$ cat config.mk
export PLATFORM = sky130hd
export DESIGN_NAME = trivium_rx_decrypt
export DESIGN_NICKNAME = d
export VERILOG_FILES = /design/src/rtl/trivium_pkg.sv /design/src/rtl/trivium_core.sv /design/src/rtl/trivium_rx_decrypt.sv
export SDC_FILE = /design/constraint.sdc
export NUM_CORES = 1
export LEC_CHECK = 0
export CAP_MARGIN = 25
export CORE_ASPECT_RATIO = 2
export CORE_MARGIN = 3
export CORE_UTILIZATION = 40
export DETAILED_ROUTE_END_ITERATION = 10
export SLEW_MARGIN = 20
export SYNTH_ARGS = -nofsm -noshare
export SYNTH_HDL_FRONTEND = slang
export SYNTH_SLANG_ARGS = --single-unit
$ cat constraint.sdc
create_clock -name clk -period 2.15 [get_ports clk]
set_input_delay 0.43 -clock clk [delete_from_list [all_inputs] [get_ports clk]]
set_output_delay 0.43 -clock clk [all_outputs]
set_load 0.01 [all_outputs]
$ cat src/rtl/trivium_pkg.sv
// Shared constants, FSM encoding and state-load helper for the Trivium
// receive-side decryptor and its keystream core.
package trivium_pkg;

    localparam int TRIV_STATE_W     = 288;
    localparam int TRIV_KEY_W       = 80;
    localparam int TRIV_IV_W        = 80;
    localparam int TRIV_INIT_ROUNDS = 1152;
    localparam int TRIV_GEN_STEPS   = 8;
    localparam int TRIV_CNT_W       = 11;
    localparam int TRIV_GEN_CNT_W   = 3;

    // Tap positions as 0-based indices into st[], where st[k] holds s(k+1).
    localparam int TAP_S66  = 65;
    localparam int TAP_S69  = 68;
    localparam int TAP_S91  = 90;
    localparam int TAP_S92  = 91;
    localparam int TAP_S93  = 92;
    localparam int TAP_S162 = 161;
    localparam int TAP_S171 = 170;
    localparam int TAP_S175 = 174;
    localparam int TAP_S176 = 175;
    localparam int TAP_S177 = 176;
    localparam int TAP_S243 = 242;
    localparam int TAP_S264 = 263;
    localparam int TAP_S286 = 285;
    localparam int TAP_S287 = 286;
    localparam int TAP_S288 = 287;

    typedef enum logic [1:0] {
        IDLE  = 2'd0,
        INIT  = 2'd1,
        GEN   = 2'd2,
        READY = 2'd3
    } triv_fsm_e;

    // Build the initial 288-bit state from a key and an IV:
    // s1..s80 = key, s94..s173 = iv, s286..s288 = 1, everything else 0.
    function automatic logic [TRIV_STATE_W-1:0] triv_load_state(
        input logic [TRIV_KEY_W-1:0] key,
        input logic [TRIV_IV_W-1:0]  iv
    );
        logic [TRIV_STATE_W-1:0] st;
        st          = {TRIV_STATE_W{1'b0}};
        st[79:0]    = key;
        st[172:93]  = iv;
        st[287:285] = 3'b111;
        return st;
    endfunction

endpackage

$ cat src/rtl/trivium_core.sv
// Trivium keystream core: holds the 288-bit state, loads it from key/IV and
// advances it one step when asked. z is combinational from the current state.
module trivium_core
    import trivium_pkg::*;
#(
    parameter logic [TRIV_KEY_W-1:0] RST_KEY    = 80'h0,
    parameter logic [TRIV_IV_W-1:0]  RST_IV     = 80'h0,
    parameter bit                    RST_LOADED = 1'b0
) (
    input  logic                  clk,
    input  logic                  rst,
    input  logic                  load,
    input  logic                  step,
    input  logic [TRIV_KEY_W-1:0] key,
    input  logic [TRIV_IV_W-1:0]  iv,
    output logic                  z
);

    // Reset either clears the state or pre-loads it for an auto-started warm-up.
    localparam logic [TRIV_STATE_W-1:0] RST_STATE =
        RST_LOADED ? triv_load_state(RST_KEY, RST_IV) : {TRIV_STATE_W{1'b0}};

    logic [TRIV_STATE_W-1:0] r_st;
    logic [TRIV_STATE_W-1:0] w_st_next;
    logic                    w_t1;
    logic                    w_t2;
    logic                    w_t3;
    logic                    w_t1_fb;
    logic                    w_t2_fb;
    logic                    w_t3_fb;

    assign w_t1 = r_st[TAP_S66]  ^ r_st[TAP_S93];
    assign w_t2 = r_st[TAP_S162] ^ r_st[TAP_S177];
    assign w_t3 = r_st[TAP_S243] ^ r_st[TAP_S288];

    assign z = w_t1 ^ w_t2 ^ w_t3;

    assign w_t1_fb = w_t1 ^ (r_st[TAP_S91]  & r_st[TAP_S92])  ^ r_st[TAP_S171];
    assign w_t2_fb = w_t2 ^ (r_st[TAP_S175] & r_st[TAP_S176]) ^ r_st[TAP_S264];
    assign w_t3_fb = w_t3 ^ (r_st[TAP_S286] & r_st[TAP_S287]) ^ r_st[TAP_S69];

    // Each register shifts towards higher indices; feedback enters at its head
    // (s1 gets t3', s94 gets t1', s178 gets t2').
    assign w_st_next = {r_st[286:177], w_t2_fb,
                        r_st[175:93],  w_t1_fb,
                        r_st[91:0],    w_t3_fb};

    // State register: load has priority over step.
    always_ff @(posedge clk or negedge rst) begin
        if (!rst) begin
            r_st <= RST_STATE;
        end else if (load) begin
            r_st <= triv_load_state(key, iv);
        end else if (step) begin
            r_st <= w_st_next;
        end
    end

endmodule

$ cat src/rtl/trivium_rx_decrypt.sv
// Receive-side Trivium byte decryptor: accepts an IV, runs the 1152-step
// warm-up, stages one keystream byte at a time and XORs it onto incoming
// ciphertext bytes, presenting plaintext through a registered valid/ready port.
module trivium_rx_decrypt
    import trivium_pkg::*;
#(
    parameter logic [TRIV_KEY_W-1:0] KEY        = 80'h0,
    parameter bit                    AUTO_START = 1'b0,
    parameter logic [TRIV_IV_W-1:0]  IV_DEFAULT = 80'h0
) (
    input  logic                 clk,
    input  logic                 rst,
    input  logic                 i_iv_valid,
    input  logic [TRIV_IV_W-1:0] i_iv_data,
    output logic                 o_iv_ready,
    input  logic                 i_in_valid,
    input  logic [7:0]           i_in_data,
    output logic                 o_in_ready,
    output logic                 o_out_valid,
    output logic [7:0]           o_out_data,
    input  logic                 i_out_ready,
    output logic                 o_ks_ready
);

    localparam logic [TRIV_CNT_W-1:0]     INIT_LAST = TRIV_CNT_W'(TRIV_INIT_ROUNDS - 1);
    localparam logic [TRIV_GEN_CNT_W-1:0] GEN_LAST  = TRIV_GEN_CNT_W'(TRIV_GEN_STEPS - 1);
    localparam triv_fsm_e                 RST_FSM   = AUTO_START ? INIT : IDLE;

    triv_fsm_e                 r_state;
    triv_fsm_e                 w_state_next;
    logic [TRIV_CNT_W-1:0]     r_init_cnt;
    logic [TRIV_GEN_CNT_W-1:0] r_gen_cnt;
    logic [7:0]                r_ks_byte;
    logic                      r_out_valid;
    logic [7:0]                r_out_data;

    logic                      w_iv_ready;
    logic                      w_ks_ready;
    logic                      w_step;
    logic                      w_in_ready;
    logic                      w_iv_fire;
    logic                      w_in_fire;
    logic                      w_z;

    trivium_core #(
        .RST_KEY    (KEY),
        .RST_IV     (IV_DEFAULT),
        .RST_LOADED (AUTO_START)
    ) u_core (
        .clk  (clk),
        .rst  (rst),
        .load (w_iv_fire),
        .step (w_step),
        .key  (KEY),
        .iv   (i_iv_data),
        .z    (w_z)
    );

    // IV wins over ciphertext: a pending IV blocks in_ready in the same cycle.
    assign w_iv_fire  = i_iv_valid & w_iv_ready;
    assign w_in_ready = w_ks_ready & ~i_iv_valid & (~r_out_valid | i_out_ready);
    assign w_in_fire  = i_in_valid & w_in_ready;

    assign o_iv_ready  = w_iv_ready;
    assign o_ks_ready  = w_ks_ready;
    assign o_in_ready  = w_in_ready;
    assign o_out_valid = r_out_valid;
    assign o_out_data  = r_out_data;

    // FSM state register.
    always_ff @(posedge clk or negedge rst) begin
        if (!rst) begin
            r_state <= RST_FSM;
        end else begin
            r_state <= w_state_next;
        end
    end

    // FSM next-state logic.
    always_comb begin
        w_state_next = r_state;
        case (r_state)
            IDLE: begin
                if (w_iv_fire) w_state_next = INIT;
                else           w_state_next = IDLE;
            end
            INIT: begin
                if (r_init_cnt == INIT_LAST) w_state_next = GEN;
                else                         w_state_next = INIT;
            end
            GEN: begin
                if (r_gen_cnt == GEN_LAST) w_state_next = READY;
                else                       w_state_next = GEN;
            end
            READY: begin
                if (w_iv_fire)      w_state_next = INIT;
                else if (w_in_fire) w_state_next = GEN;
                else                w_state_next = READY;
            end
            default: w_state_next = IDLE;
        endcase
    end

    // FSM outputs: handshake readiness and core stepping per state.
    always_comb begin
        w_iv_ready = 1'b0;
        w_ks_ready = 1'b0;
        w_step     = 1'b0;
        case (r_state)
            IDLE:    w_iv_ready = 1'b1;
            INIT:    w_step     = 1'b1;
            GEN:     w_step     = 1'b1;
            READY: begin
                w_iv_ready = 1'b1;
                w_ks_ready = 1'b1;
            end
            default: w_step = 1'b0;
        endcase
    end

    // Warm-up step counter: runs only in INIT, restarts for every new IV.
    always_ff @(posedge clk or negedge rst) begin
        if (!rst) begin
            r_init_cnt <= {TRIV_CNT_W{1'b0}};
        end else if (r_state == INIT && r_init_cnt != INIT_LAST) begin
            r_init_cnt <= r_init_cnt + {{(TRIV_CNT_W-1){1'b0}}, 1'b1};
        end else begin
            r_init_cnt <= {TRIV_CNT_W{1'b0}};
        end
    end

    // Keystream bit counter: runs only in GEN, wraps to 0 after the eighth bit.
    always_ff @(posedge clk or negedge rst) begin
        if (!rst) begin
            r_gen_cnt <= {TRIV_GEN_CNT_W{1'b0}};
        end else if (r_state == GEN) begin
            r_gen_cnt <= r_gen_cnt + {{(TRIV_GEN_CNT_W-1){1'b0}}, 1'b1};
        end else begin
            r_gen_cnt <= {TRIV_GEN_CNT_W{1'b0}};
        end
    end

    // Staged keystream byte: z of GEN step j lands in bit j (LSB first).
    always_ff @(posedge clk or negedge rst) begin
        if (!rst) begin
            r_ks_byte <= 8'h00;
        end else if (r_state == GEN) begin
            r_ks_byte[r_gen_cnt] <= w_z;
        end
    end

    // Plaintext register: reload on accept, clear on sink take, hold while stalled.
    always_ff @(posedge clk or negedge rst) begin
        if (!rst) begin
            r_out_valid <= 1'b0;
            r_out_data  <= 8'h00;
        end else if (w_in_fire) begin
            r_out_valid <= 1'b1;
            r_out_data  <= i_in_data ^ r_ks_byte;
        end else if (r_out_valid && i_out_ready) begin
            r_out_valid <= 1'b0;
        end
    end

endmodule

# == Word-level counts from Yosys, hierarchy flattened ==
# Cells that the tools add are included.
# op_classes
addsub,2
magnitude_cmp,2
n_eq_ne,6
mux,18
bitwise_logic,22
n_reduce_logical,8
# ops
cell,count
2-to-1 mux 288 bit,2
"adder 11 x 1 -> 11 bit, second input constant",1
"equality test 11 bit, second input constant",1
2-to-1 mux 11 bit,1
"inequality test 11 bit, second input constant",1
bitwise XOR 1 bit,11
2-to-1 mux 1 bit,9
bitwise mux 8 bit,1
case mux 2 bit (4 select lines),1
bitwise XOR 8 bit,1
AND 1 bit,7
"equality test 2 bit, second input constant",2
"< comparator 3 x 4 -> 1 bit, second input constant",1
2-to-1 mux 2 bit,2
nonzero test 2 bit,2
OR reduction 2 bit,2
"adder 3 x 1 -> 3 bit, second input constant",1
demux 1 bit (select 3 bit),1
"equality test 3 bit, second input constant",1
">= comparator 3 x 1 -> 1 bit, second input constant",1
logical AND 1 bit,3
2-to-1 mux 3 bit,1
"equality test 2 x 1 -> 1 bit, second input constant",1
zero test 2 bit,1
other kinds (2),3
# word_totals
regBits,321
inputBits,93

# == Logic depth before layout (Yosys ltp) ==
# depth
word_depth,8
depth_mapped,8

# == Hierarchy ==
# Synthesis repeated with hierarchy kept, for this count alone.
# hier_totals
cells_unflattened,1264
area_unflattened_um2,14213.6
# modules_own_cells
module,n_inst,cells_each,area_per_inst_um2,seq_area_each_um2
trivium_core,1,1125,12602.1,7206.9
trivium_rx_decrypt,1,139,1611.5,825.8

# == Worst setup path after synthesis ==
# OpenSTA, ideal clock, no wires.
# synth_path
path_kind,reg-to-output
start,register r_state[0]
end,output o_iv_ready
t_arrival_ns,1.566
t_required_ns,1.720
setup_slack_ns,0.154
stages_incl_launch_ff,8
path_cell_list,dfrtp_1 inv_1 ha_1 buf_2 buf_2 buf_2 buf_1 inv_1
# synth_between
elab_chain_len,3
# synth_lines
item,line,rtl
start: declaration,trivium_rx_decrypt.sv:29,triv_fsm_e r_state;
start signal: assignment,trivium_rx_decrypt.sv:75,r_state <= w_state_next;
equality test 2 bit or zero test 2 bit (tied branches),trivium_rx_decrypt.sv:109,case (r_state)
OR reduction 2 bit (no source line) (*),n/a,
2-to-1 mux 1 bit (*),trivium_rx_decrypt.sv:109,
end: declaration,trivium_rx_decrypt.sv:15,"output logic o_iv_ready,"
# Every way passes the cells marked *; elsewhere a longest branch is shown, timed or not.

# == Final worst setup path ==
# layout_path
start,register r_state[1]
end,output o_iv_ready
# The elaborated chain is that of the path after synthesis.

==> results.tsv <==
stage	metric	value	unit
floorplan	starting utilization of the core area	40.6	%
timing	min Tclk post-route	2.06	ns
run	max-cap violation count	0	
timing	Rel. slew slack	55.6	%
placed_design	detailed placer's ending HPWL	16500	um
worst_setup_path	Critical Path Fanout Max	3	
global_route	vias in the first global route	9706	
cts	Max H-tree Level	1	
synthesis	Synth top area share	57.7	%
synthesis	Adder-Cell Fraction of Synth Area	0.629	%
power	Design Power	16300	uW
global_route	initial antenna violation count	1	
synthesis	asr flop ratio synth	100	%
worst_setup_path	Critical Path Sink Type	output pin	
synthesis	post-synth top area cell	dfrtp_1	
synthesis	sequential fraction of the synthesis area	57.7	%
layout	fillers	3340	
worst_setup_path	CP arrival	1.63	ns
timing	worst slew pin tran	0.666	ns
timing	unrepaired setup endpoints after global routing	false	
timing	Final Skew	0.00728	ns
floorplan	Die X	138	um
layout	final net count	1560	
routing	Avg WL per Cell	13.9	um
synthesis	EDFF count, synth	0	
routing	drt first-iter violations	491	
floorplan	Row Count	96	
run_status	outcome	finished, final reports clean	
worst_setup_path	crit path capture	o_iv_ready	
global_route	GRT Overall Usage	14.8	%
layout	area grow syn2layout	18.0	%
synthesis	flops & latches, synth	321	
global_route	GR Overflow Total	0	
synthesis	synth unique cells	39	
routing	DRC	0	
synthesis	Avg Cell Area, Syn	9.98	um2
synthesis	Post-Syn Instances	1396	
routing	DRT Pass-1 Iters	4	
synthesis	Commonest cells post-synth	321 x dfrtp_1, 296 x nand2_1, 289 x o21ai_0, 203 x nand2b_1, 81 x mux2i_1	
worst_setup_path	r2r setup slk	0.43	ns
synthesis	Post-Synth XOR/XNOR Area	1.54	%
worst_setup_path	worst path required time	1.72	ns
floorplan	IO Pins	105	
cts	clock-pin transition on the worst setup and hold timing paths	0.06	ns
timing	crit share post-route	95.8	%
worst_setup_path	CP Launch Point	r_state[1]$_DFF_PN0_	
worst_setup_path	CP startpoint kind	register	
global_route	largest net degree at the start of global routing	146	
synthesis	synthesized cell area	13900	um2
timing	final setup TNS	0	ns
synthesis	Synth Area in Compound Gates	11.7	%
layout	Util after Layout	47.8	%
routing	Detail Route Antenna Nets	0	
synthesis	simple-gate share of the synthesized area	19.0	%
cts	Num CTS Buffers	30	
cts	Setup Fix Bufs, Post-CTS	0	
timing	Final Hold Fails	0	
placed_design	I/O Buffers	104	
layout	share of cells above drive strength 1	5.74	%
cts	later-pin clock latency in the skew report	0.55	ns
cts	TritonCTS clock tree	done	
power	total power divided by cell area	992	nW/um2
synthesis	most frequent cell after synthesis	dfrtp_1	
cts	CTS root buf	clkbuf_16	
synthesis	mux contribution to synthesized area	6.47	%
synthesis	Ys Warns	0	
synthesis	largest family of logic cells by synthesized area	simple AND/OR/NAND/NOR gates	
power	static leakage	0.00711	uW
timing	fin. max-slew vios	0	
placed_design	Setup WS pre-CTS	0.0257	ns
routing	Via density	4.93	
floorplan	core region area	34400	um2
cts	Clock Path Buffers	3	
routing	WL final	26800	um
global_route	first-pass GRT wire length	46500	um
worst_setup_path	R2R depth	6	
routing	routed via count	9474	
synthesis	Synth area leaders	dfrtp_1 58%, o21ai_0 10%, nand2b_1 9.1%, nand2_1 8.0%, mux2i_1 5.8%	
timing	Final WS setup	0.0901	ns
worst_setup_path	Crit Reg-Reg Startpoint	r_state[1]$_DFF_PN0_	
cts	Clock Sinks	321	
layout	Antenna Diode Count	0	
power	Peak supply drop	0.708	mV
placed_design	GP Congestion	0.732	
floorplan	Die Y	270	um
timing	setup violators final	0	
worst_hold_path	hold crit path type	input port to register	
timing	Hold WS	0.402	ns
synthesis	Synthesized Nets	1496	
floorplan	die area	37200	um2
worst_setup_path	RR Endpoint	u_core.r_st[93]$_DFFE_PN0P_	
worst_setup_path	Crit Path Class	register to output pin	
synthesis	dominant synthesized flop cell	dfrtp_1	
timing	fmax	0.485	GHz
-- per-stage QoR --
| step | instance area (um2) | std cells |
|---|---|---|
| 2_1_floorplan | 13900 | 1396 |
| 3_3_place_gp | 15500 | 1868 |
| 3_5_place_dp | 15500 | 1868 |
| 4_1_cts | 16400 | 1922 |
| 5_1_grt | 16400 | 1922 |
| 6_report | 16400 | 1922 |
-- state kept, by name, summed over array words and instances, names as in the netlist --
| name | cells |
|---|---|
| o_out_data | 8 |
| o_out_valid | 1 |
| r_gen_cnt | 3 |
| r_init_cnt | 11 |
| r_ks_byte | 8 |
| r_state | 2 |
| u_core.r_st | 288 |
-- how the worst min path moves through the flow --
stage	slack [ns]	start	cells after the start	endpoint
2_1_floorplan	0.13	rst	0	o_out_data[0]$_DFFE_PN0P_
3_3_place_gp	0.45	r_init_cnt[0]$_DFF_PN0_	1	r_init_cnt[0]$_DFF_PN0_
3_5_place_dp	0.46	rst	1	r_ks_byte[1]$_DFFE_PN0P_
4_1_cts	0.38	i_iv_valid	4	o_out_valid$_DFFE_PN0P_
5_1_grt	0.40	i_iv_valid	4	o_out_valid$_DFFE_PN0P_
6_report	0.40	i_iv_valid	4	o_out_valid$_DFFE_PN0P_
-- per-layer routing --
| metal | vias up | track usage (%) | part of all wire [%] |
|---|---|---|---|
| met4 | 2 | 3.85 | 1.8 |
| li1 | 4739 | - | - |
| met5 | - | 0 | 0.034 |
| met2 | 109 | 26.0 | 52 |
| met3 | 31 | 2.52 | 3.8 |
| met1 | 4593 | 18.7 | 43 |
-- layout by cell type, fill, tap and decap left out, types with 2 or more instances in the layout --
master	Yosys	final
dfrtp_1	321	321
nand2_1	296	296
o21ai_0	289	289
nand2b_1	203	203
clkdlybuf4s50_1	0	99
mux2i_1	81	81
clkbuf_16	0	31
nor2_1	14	14
buf_4	0	13
buf_12	0	12
a21oi_1	11	11
xor2_1	11	11
clkbuf_1	75	9
mux2_2	8	8
inv_1	8	7
clkbuf_8	0	7
clkinv_2	0	6
ha_1	7	5
nand4b_1	4	4
nand3_1	3	3
xnor2_1	3	3
nor3b_1	3	3
a21o_1	3	3
nor4bb_1	3	3
a22o_1	3	3
dlygate4sd2_1	0	3
nand4_1	2	2
nor4_1	2	2
o31ai_1	2	2
or4_1	2	2
or3_1	2	2
and2_1	2	2
nor2b_1	2	2
xnor3_1	2	2
xor3_1	2	2
-- kinds of logic after synthesis --
family | after synthesis
xor gates and xnor gates | 18
buffers and inverters | 106
DFF | 321
AOI/OAI and AO/OA | 314
and+or+nand+nor | 541
adders and majority gates | 7
muxes | 89
-- cell type report --
cell class                      instances  area [um2]  share of cell area (%)
Inverter                                8        30.0                   0.183
Sequential cell                       321        8030                    48.9
Multi-Input combinational cell        969        5490                    33.4
Tap cell                              441         552                    3.36
Timing Repair Buffer                  130        1390                    8.48
Clock buffer                           46         892                    5.43
Clock inverter                          7        37.5                   0.228
-- where the power goes --
group / internal [uW] / total (uW) / switching [uW]
combinational: 1360 / 3700 / 2340
clock: 2840 / 5060 / 2220
sequential: 7000 / 7540 / 541
-- timing repair --
item | in CTS | in global routing
endpoints found under the hold margin | 54 | 0
hold buffers | 1 | 0
setup endpoints to repair | 3 | 1
gates resized for setup | 4 | 1
-- worst max-delay path: stages (launching register included) --
cell and delay [ns]:
dfrtp_1 0.37, inv_1 0.09, ha_4 0.30, inv_1 0.04, dlygate4sd2_1 0.28
Power figures use the tool's default switching activity.
